--- src/rtl/pe_array_sched.sv ---
// Purpose: sequences the dot-8 PE chain for SGEMM (stream passes, pipeline flush, result drain per C block).
// Latency: write strobes emerge DOT_LATENCY en-cycles after their issue; done pulses one cycle after the last drain word.
// Backpressure: feeder_valid low or writes_fifo_full high stalls STREAM issue; writes_fifo_full stalls DRAIN; FLUSH never stalls.
module pe_array_sched #(
    parameter int DOT_LATENCY = 24,
    parameter int BLOCK_LEN   = 1024,
    parameter int DRAIN_LEN   = 1024,
    parameter int CNT_W       = 16
) (
    input  logic             clk,
    input  logic             reset,
    input  logic             start,
    input  logic [31:0]      workloads_num,
    input  logic [CNT_W-1:0] num_blocks,
    input  logic             feeder_valid,
    output logic             feeder_ready,
    input  logic             writes_fifo_full,
    output logic             en,
    output logic             cache_fifo_read,
    output logic             cache_fifo_write,
    output logic             results_fifo_write,
    output logic             busy,
    output logic             done,
    output logic [CNT_W-1:0] pass_cnt,
    output logic [CNT_W-1:0] block_cnt
);

    // Step counter covers issues, flush cycles and drain words (all at most 1024).
    localparam int SW = 16;

    typedef enum logic [2:0] {
        S_IDLE,
        S_STREAM,
        S_FLUSH,
        S_DRAIN,
        S_DONE
    } state_t;

    state_t           state;
    logic [SW-1:0]    step_cnt;
    logic [CNT_W-1:0] w_lat;
    logic [CNT_W-1:0] nb_lat;

    // Tag pipeline: one valid bit and one last-pass bit per in-flight issue.
    logic [DOT_LATENCY-1:0] sr_vld;
    logic [DOT_LATENCY-1:0] sr_last;

    logic issue;
    logic pipe_en;
    logic drain_en;
    logic tag_out;
    logic last_pass;
    logic unused_wl_hi;

    assign unused_wl_hi = ^workloads_num[31:CNT_W];

    // Strobes are combinational from state and the current handshake inputs, so an async reset clears them at once.
    always_comb begin
        issue              = (state == S_STREAM) && feeder_valid && !writes_fifo_full;
        pipe_en            = issue || (state == S_FLUSH);
        drain_en           = (state == S_DRAIN) && !writes_fifo_full;
        last_pass          = (pass_cnt == w_lat - CNT_W'(1));
        tag_out            = pipe_en && sr_vld[DOT_LATENCY-1];
        en                 = pipe_en || drain_en;
        feeder_ready       = issue;
        cache_fifo_read    = issue && (pass_cnt != '0);
        cache_fifo_write   = (tag_out && !sr_last[DOT_LATENCY-1]) || drain_en;
        results_fifo_write = tag_out && sr_last[DOT_LATENCY-1];
    end

    // Tag shift register advances only on pipeline en-cycles; FLUSH shifts in bubbles so it is empty on exit.
    always_ff @(posedge clk or posedge reset) begin
        if (reset) begin
            sr_vld  <= '0;
            sr_last <= '0;
        end else if (pipe_en) begin
            sr_vld  <= {sr_vld[DOT_LATENCY-2:0], issue};
            sr_last <= {sr_last[DOT_LATENCY-2:0], issue && last_pass};
        end
    end

    // Job sequencer: state, pass/block/step counters, latched job sizes and registered busy/done.
    always_ff @(posedge clk or posedge reset) begin
        if (reset) begin
            state     <= S_IDLE;
            step_cnt  <= '0;
            pass_cnt  <= '0;
            block_cnt <= '0;
            w_lat     <= '0;
            nb_lat    <= '0;
            busy      <= 1'b0;
            done      <= 1'b0;
        end else begin
            done <= 1'b0;
            case (state)
                S_IDLE: begin
                    if (start) begin
                        w_lat     <= (workloads_num[CNT_W-1:0] == '0) ? CNT_W'(1)
                                                                      : workloads_num[CNT_W-1:0];
                        nb_lat    <= num_blocks;
                        pass_cnt  <= '0;
                        block_cnt <= '0;
                        step_cnt  <= '0;
                        if (num_blocks == '0) begin
                            state <= S_DONE;
                            done  <= 1'b1;
                        end else begin
                            state <= S_STREAM;
                            busy  <= 1'b1;
                        end
                    end
                end
                S_STREAM: begin
                    if (issue) begin
                        if (step_cnt == SW'(BLOCK_LEN - 1)) begin
                            step_cnt <= '0;
                            state    <= S_FLUSH;
                        end else begin
                            step_cnt <= step_cnt + SW'(1);
                        end
                    end
                end
                S_FLUSH: begin
                    if (step_cnt == SW'(DOT_LATENCY - 1)) begin
                        step_cnt <= '0;
                        if (!last_pass) begin
                            pass_cnt <= pass_cnt + CNT_W'(1);
                            state    <= S_STREAM;
                        end else begin
                            state <= S_DRAIN;
                        end
                    end else begin
                        step_cnt <= step_cnt + SW'(1);
                    end
                end
                S_DRAIN: begin
                    if (drain_en) begin
                        if (step_cnt == SW'(DRAIN_LEN - 1)) begin
                            step_cnt <= '0;
                            pass_cnt <= '0;
                            if (block_cnt == nb_lat - CNT_W'(1)) begin
                                block_cnt <= '0;
                                busy      <= 1'b0;
                                done      <= 1'b1;
                                state     <= S_DONE;
                            end else begin
                                block_cnt <= block_cnt + CNT_W'(1);
                                state     <= S_STREAM;
                            end
                        end else begin
                            step_cnt <= step_cnt + SW'(1);
                        end
                    end
                end
                S_DONE: begin
                    state <= S_IDLE;
                end
                default: begin
                    state <= S_IDLE;
                end
            endcase
        end
    end

endmodule

--- config.mk ---
export PLATFORM = sky130hd
export DESIGN_NAME = pe_array_sched
export DESIGN_NICKNAME = d
export VERILOG_FILES = /design/src/rtl/pe_array_sched.sv
export SDC_FILE = /design/constraint.sdc
export NUM_CORES = 1
export LEC_CHECK = 0
export ABC_AREA = 1
export ABC_CLOCK_PERIOD_IN_PS = 7400
export BUFFER_PORTS_ARGS = -buffer_cell sky130_fd_sc_hd__buf_2
export CELL_PAD_IN_SITES_DETAIL_PLACEMENT = 2
export CELL_PAD_IN_SITES_GLOBAL_PLACEMENT = 2
export CORE_MARGIN = 1
export CORE_UTILIZATION = 36
export CTS_BUF_LIST = sky130_fd_sc_hd__clkbuf_8 sky130_fd_sc_hd__clkbuf_16
export DETAILED_ROUTE_END_ITERATION = 6
export GPL_TIMING_DRIVEN = 0
export PLACE_DENSITY_LB_ADDON = 0.12
export SYNTH_ARGS = -nofsm -noshare
export SYNTH_HDL_FRONTEND = slang
export SYNTH_SLANG_ARGS = --single-unit
export TNS_END_PERCENT = 50
--- constraint.sdc ---
create_clock -name clk -period 7.4 [get_ports clk]
set_input_delay 0.74 -clock clk [delete_from_list [all_inputs] [get_ports clk]]
set_output_delay 0.74 -clock clk [all_outputs]
set_load 0.02 [all_outputs]
Word-level counts from Yosys, hierarchy flattened
Index checks and enable logic that the tools add are counted.
{"block": "op_classes", "addsub": 5, "n_mul": 0, "div": 0, "order_cmp": 0, "n_eq_ne": 16, "shift": 0, "mux": 38, "n_bitwise": 0, "n_reduce_logical": 26}
{"cell": "16-bit two-way mux", "n": 13}
{"cell": "16-bit one-hot mux with 4 select lines", "n": 1}
{"cell": "16-bit by 1-bit adder with 16-bit output, second input constant", "n": 3}
{"cell": "16-bit one-hot mux with 3 select lines", "n": 1}
{"cell": "16-bit == test", "n": 2}
{"cell": "16-bit logical NOT", "n": 2}
{"cell": "16-bit one-hot mux with 2 select lines", "n": 1}
{"cell": "16-bit by 1-bit subtractor with 16-bit output, second input constant", "n": 2}
{"cell": "3-bit two-way mux", "n": 8}
{"cell": "6-bit AND reduction", "n": 3}
{"cell": "16-bit by 10-bit == test with 1-bit output, second input constant", "n": 1}
{"cell": "16-bit by 5-bit == test with 1-bit output, second input constant", "n": 1}
{"cell": "16-bit nonzero test", "n": 1}
{"cell": "3-bit one-hot mux with 4 select lines", "n": 1}
{"cell": "1-bit two-way mux", "n": 10}
{"cell": "2-bit inequality test, second input constant", "n": 5}
{"cell": "1-bit logical AND", "n": 8}
{"cell": "2-bit by 1-bit inequality test with 1-bit output, second input constant", "n": 4}
{"cell": "4-bit AND reduction", "n": 2}
{"cell": "3-bit by 2-bit == test with 1-bit output, second input constant", "n": 2}
{"cell": "1-bit one-hot mux with 2 select lines", "n": 2}
{"cell": "4-bit nonzero test", "n": 1}
{"cell": "3-bit by 1-bit == test with 1-bit output, second input constant", "n": 1}
{"cell": "3-bit logical NOT", "n": 1}
{"cell": "6 further kinds", "n": 9}
{"block": "totals", "regBits": 133, "latch_bits": 0, "ram_bits": 0, "mem_bits_ro": 0, "inputBits": 53, "out_inout_bits": 39, "word_cells": 95, "mem_count": 0}

Depth between registers and ports, before layout
{"block": "depth", "word_depth": 7, "ltp_mapped": 17, "ltp_nobuf": 16}

Least setup slack after synthesis
No wires, ideal clock.
{"block": "synth_timing", "path_kind": "input to output", "start": "in writes_fifo_full", "end": "out cache_fifo_write", "t_arrival_ns": 2.072, "t_required_ns": 6.660, "path_slack_ns": 4.588, "stages": 6, "path_buffers": 1, "path_cell_list": "inv_1 -> nand2_1 -> nor2_2 -> nor2_1 -> clkbuf_1 -> o32ai_1"}
{"block": "synth_between", "elab_chain_cells": 6, "word_cells_on_any_way": 7, "classes_between": "reduce/logical (7)"}
{"item": "start: declaration", "line": "17", "text": "input logic writes_fifo_full,"}
{"item": "1-bit logical NOT", "line": "59", "text": "issue = (state == S_STREAM) && feeder_valid && !writes_fifo_full;"}
{"item": "1-bit logical AND", "line": "59"}
{"item": "named net feeder_ready", "line": "16", "text": "output logic feeder_ready,"}
{"item": "1-bit logical OR", "line": "60", "text": "pipe_en = issue || (state == S_FLUSH);"}
{"item": "1-bit logical AND", "line": "63", "text": "tag_out = pipe_en && sr_vld[DOT_LATENCY-1];"}
{"item": "1-bit logical AND", "line": "67", "text": "cache_fifo_write = (tag_out && !sr_last[DOT_LATENCY-1]) || drain_en;"}
{"item": "1-bit logical OR", "line": "67"}
{"item": "end: declaration", "line": "20", "text": "output logic cache_fifo_write,"}
The timed path passes the listed nets, and every way through them passes these cells.

Worst setup path in the final report
{"block": "layout_timing", "start": "reg state[1]", "end": "out cache_fifo_write"}
{"block": "layout_between", "elab_chain_cells": 7, "word_cells_on_any_way": 10, "classes_between": "eq/ne (3); reduce/logical (7)"}
{"item": "start: declaration", "line": "39", "text": "state_t state;"}
{"item": "start signal: assignment", "line": "85", "text": "state <= S_IDLE;"}
{"item": "start signal: assignment", "line": "105", "text": "state <= S_DONE;"}
{"item": "start signal: assignment", "line": "108", "text": "state <= S_STREAM;"}
{"item": "3-bit by 1-bit == test with 1-bit output", "line": "59"}
{"item": "1-bit logical AND (2 in a row)", "line": "59"}
{"item": "1-bit logical OR", "line": "60"}
{"item": "1-bit logical AND", "line": "63"}
{"item": "1-bit logical AND", "line": "67"}
{"item": "1-bit logical OR *", "line": "67"}
Every way passes the cells marked *; elsewhere a longest branch is shown, timed or not.

==> impl_metrics.py <==
metrics = {
    "timing": {
        "rsz0062_at_grt": "false",
        "fmax_ghz": 0.303,
        "worst_pin_slew_ns": 0.715,
        "drv_slew": 0,
        "fin_hold_ws_ns": 0.427,
        "fin_setup_tns_ns": 0,
        "relSlewSlack_pct": 52.3,
        "finalSetupViolCount": 0,
        "finalHoldViolations": 0,
        "post-route-period-util_pct": 44.7,
        "fin_worst_skew_ns": 0.0148,
        "period_minus_slack_ns": 3.30,
    },
    "detailed_routing": {
        "avgViaCountPerCell": 5.12,
        "first_pass_iters": 4,
        "routed_wl_microns": 26200,
        "detail_route.wl_per_cell_microns": 17.8,
        "route.detailed.drc": 0,
        "vias": 7524,
        "detail-route-antenna-nets": 0,
        "drt_iter0_markers": 211,
    },
    "layout": {
        "regArea_sq_um": 3330,
        "nets": 1240,
        "drive_gt1_share_pct": 13.5,
        "diodes": 0,
        "layout_common_cells": "402 x nand2_1, 133 x dfrtp_1, 97 x inv_1, 87 x nor2_1, 82 x buf_2",
        "multiInputGateArea_sq_um": 3950,
        "finalNonFillerCells": 1469,
        "final_util_pct": 43.3,
        "layout_commonest_cell": "nand2_1",
        "num-fill-cells": 2539,
        "area_growth_syn_to_layout_pct": 16.9,
    },
    "flow_run": {
        "cap_violations": 0,
    },
    "synth": {
        "seq_area_frac_synth_pct": 42.5,
        "synth_nets": 1145,
        "ys.flop_type": "dfrtp_1",
        "synth_cells": 1086,
        "async_flop_share_pct": 100,
        "synthDistinctLibCells": 48,
        "netlist_area_sq_um": 7840,
        "synth_warnings": 0,
        "synth.avg_cell_area_sq_um": 7.22,
        "synth_edf_count": 0,
        "synth-seq-cells": 133,
    },
    "global_route": {
        "grtUsageTotal_pct": 24.7,
        "grt_pass1_vias": 8344,
        "grt_pass1_wl_microns": 42600,
        "overflow": 0,
        "antenna_found_initial": 0,
        "grt_max_degree": 73,
    },
    "critical_path": {
        "critPathCaptureType": "output pin",
        "path_max_fanout": 10,
        "path_cells": "inv_1 -> nor3_2 -> nor2_1 -> clkbuf_1 -> o32ai_1 -> buf_2",
        "slowest_stage": "nor3_2",
        "cp.required_ns": 6.66,
        "slowest_delay_ns": 0.49,
        "worst_setup_path_start_kind": "register",
        "arrival_ns": 2.56,
        "worstSetupPathType": "reg2out",
    },
    "floorplanning": {
        "pin_count": 92,
        "die_h_microns": 150,
        "dieArea_sq_um": 22400,
        "coreArea_sq_um": 21200,
        "die_w_microns": 150,
        "start_util_pct": 37.1,
        "rows": 53,
    },
    "cts": {
        "cts_buffers": 17,
        "cts_max_path_buffers": 2,
        "cts_setup_buffers": 0,
        "cts_hold_buf": 0,
        "cts_max_level": 4,
        "cts.sinks": 133,
        "cts.clk_slew.worst_paths_ns": 0.07,
        "cts_resized": 0,
        "clockRootBuffer": "clkbuf_16",
        "clock_latency_ns": 0.44,
        "cts_tree": "done",
    },
    "placement": {
        "dp.cells": 1437,
        "io_buffers": 75,
        "place_congestion": 0.857,
        "dpl.hpwl_microns": 19700,
    },
    "power_and_ir_drop": {
        "power_density_nw_per_um2": 358,
        "peakVddDrop_mv": 0.189,
        "p_total_mw": 3.28,
        "power.leakage_nw": 4.62,
    },
    "worst_hold_path": {
        "hold_path.class": "in2async",
    },
    "status": {
        "status": "completed",
    },
}
## Yosys cell counts (2+ instances only)
cell type	count	area (sq um)
nand3_1	71	355
nand3_2	3	30.0
o22ai_1	3	18.8
clkbuf_2	5	25.0
nor4_1	15	93.8
nor3_1	27	135
nor2_1	87	327
nand3b_1	8	60.1
ha_1	6	75.1
o211ai_1	3	22.5
nor2_4	2	22.5
buf_2	7	35.0
buf_4	2	15.0
o21ai_0	37	185
dfrtp_1	133	3330
clkbuf_1	19	71.3
inv_2	8	30.0
nand2_1	402	1510
a21oi_1	26	130
o21bai_1	4	30.0
inv_1	98	368
nor3b_1	5	37.5
xor2_1	40	350
nand4_1	25	156
nor2_2	10	62.6
or2_2	4	25.0
xnor2_1	13	114
and2_1	3	18.8
## routing by layer
| metal | wire length [microns] | up-vias | track usage [%] | part of all wire, % |
|---|---|---|---|---|
| met5 | 0 | - | 0 | 0 |
| met4 | 479 | 0 | 8.32 | 1.8 |
| met2 | 13200 | 84 | 44.3 | 51 |
| met1 | 12000 | 3744 | 30.3 | 46 |
| li1 | - | 3664 | - | - |
| met3 | 451 | 32 | 3.29 | 1.7 |
## cell families (layout without fill, tap and decap cells)
kind of cell,count (synthesis),count (layout),share of synthesized area [%]
compound gates,82,82,6.02
xor+xnor,53,53,5.92
fa+ha+maj,6,6,0.958
buf+inv,141,249,7.13
flops,133,133,42.5
simple gates,671,671,37.5
## cell type report
cell class / count / share of cell area (%)
buffer: 34 / 1.72
clock buffer: 17 / 4.64
clock inverter: 15 / 1.64
inverter: 107 / 4.44
multi-input combinational: 812 / 43.1
sequential: 133 / 36.3
tap: 275 / 3.75
timing repair buffer: 76 / 4.39
## where the power goes
group	total (mW)	switching (mW)	internal, mW	leakage, nW
clock network	0.861	0.411	0.450	0.282
registers	1.08	0.176	0.909	1.78
logic	1.33	0.924	0.411	2.55
## worst max-delay path: cells and delay by family (launching register included)
| kind | cells | cell delay (ns) |
|---|---|---|
| AND/OR/NAND/NOR | 2 | 0.84 |
| buffers and inverters | 3 | 0.60 |
| flip-flops | 1 | 0.43 |
| AO/OA/AOI/OAI | 1 | 0.27 |
## path summary, 6_finish.rpt
| check | startpoint | endpoint | slack (ns) | cells after the start |
|---|---|---|---|---|
| worst max-delay path | state[1]$_DFFE_PP0P_ | cache_fifo_write | 4.10 | 6 |
| worst min-delay path | reset | sr_last[16]$_DFFE_PP0P_ | 0.43 | 2 |
| worst max register to register | nb_lat[0]$_DFFE_PP0P_ | block_cnt[6]$_DFFE_PP0P_ | 4.94 | 12 |
| worst min register to register | sr_last[20]$_DFFE_PP0P_ | sr_last[21]$_DFFE_PP0P_ | 0.47 | 2 |
| max in group asynchronous | reset | w_lat[6]$_DFFE_PP0P_ | 6.21 | 3 |
| min in group clk | sr_last[20]$_DFFE_PP0P_ | sr_last[21]$_DFFE_PP0P_ | 0.47 | 2 |
## per-stage QoR
stage / cell area (sq um) / worst slack [ns]
global placement: 8560 / 1.21
global route: 9170 / 3.91
finish: 9170 / 4.10
detailed placement: 8590 / 4.20
CTS: 9170 / 4.04
floorplan: 7840 / 3.11
## flip-flops by register name, indices dropped and copies added (netlist names)
signal,flops
state,3
pass_cnt,16
step_cnt,16
sr_vld,24
block_cnt,16
nb_lat,16
done,1
busy,1
sr_last,24
w_lat,16
No activity file was read; power rests on OpenSTA's default activity.
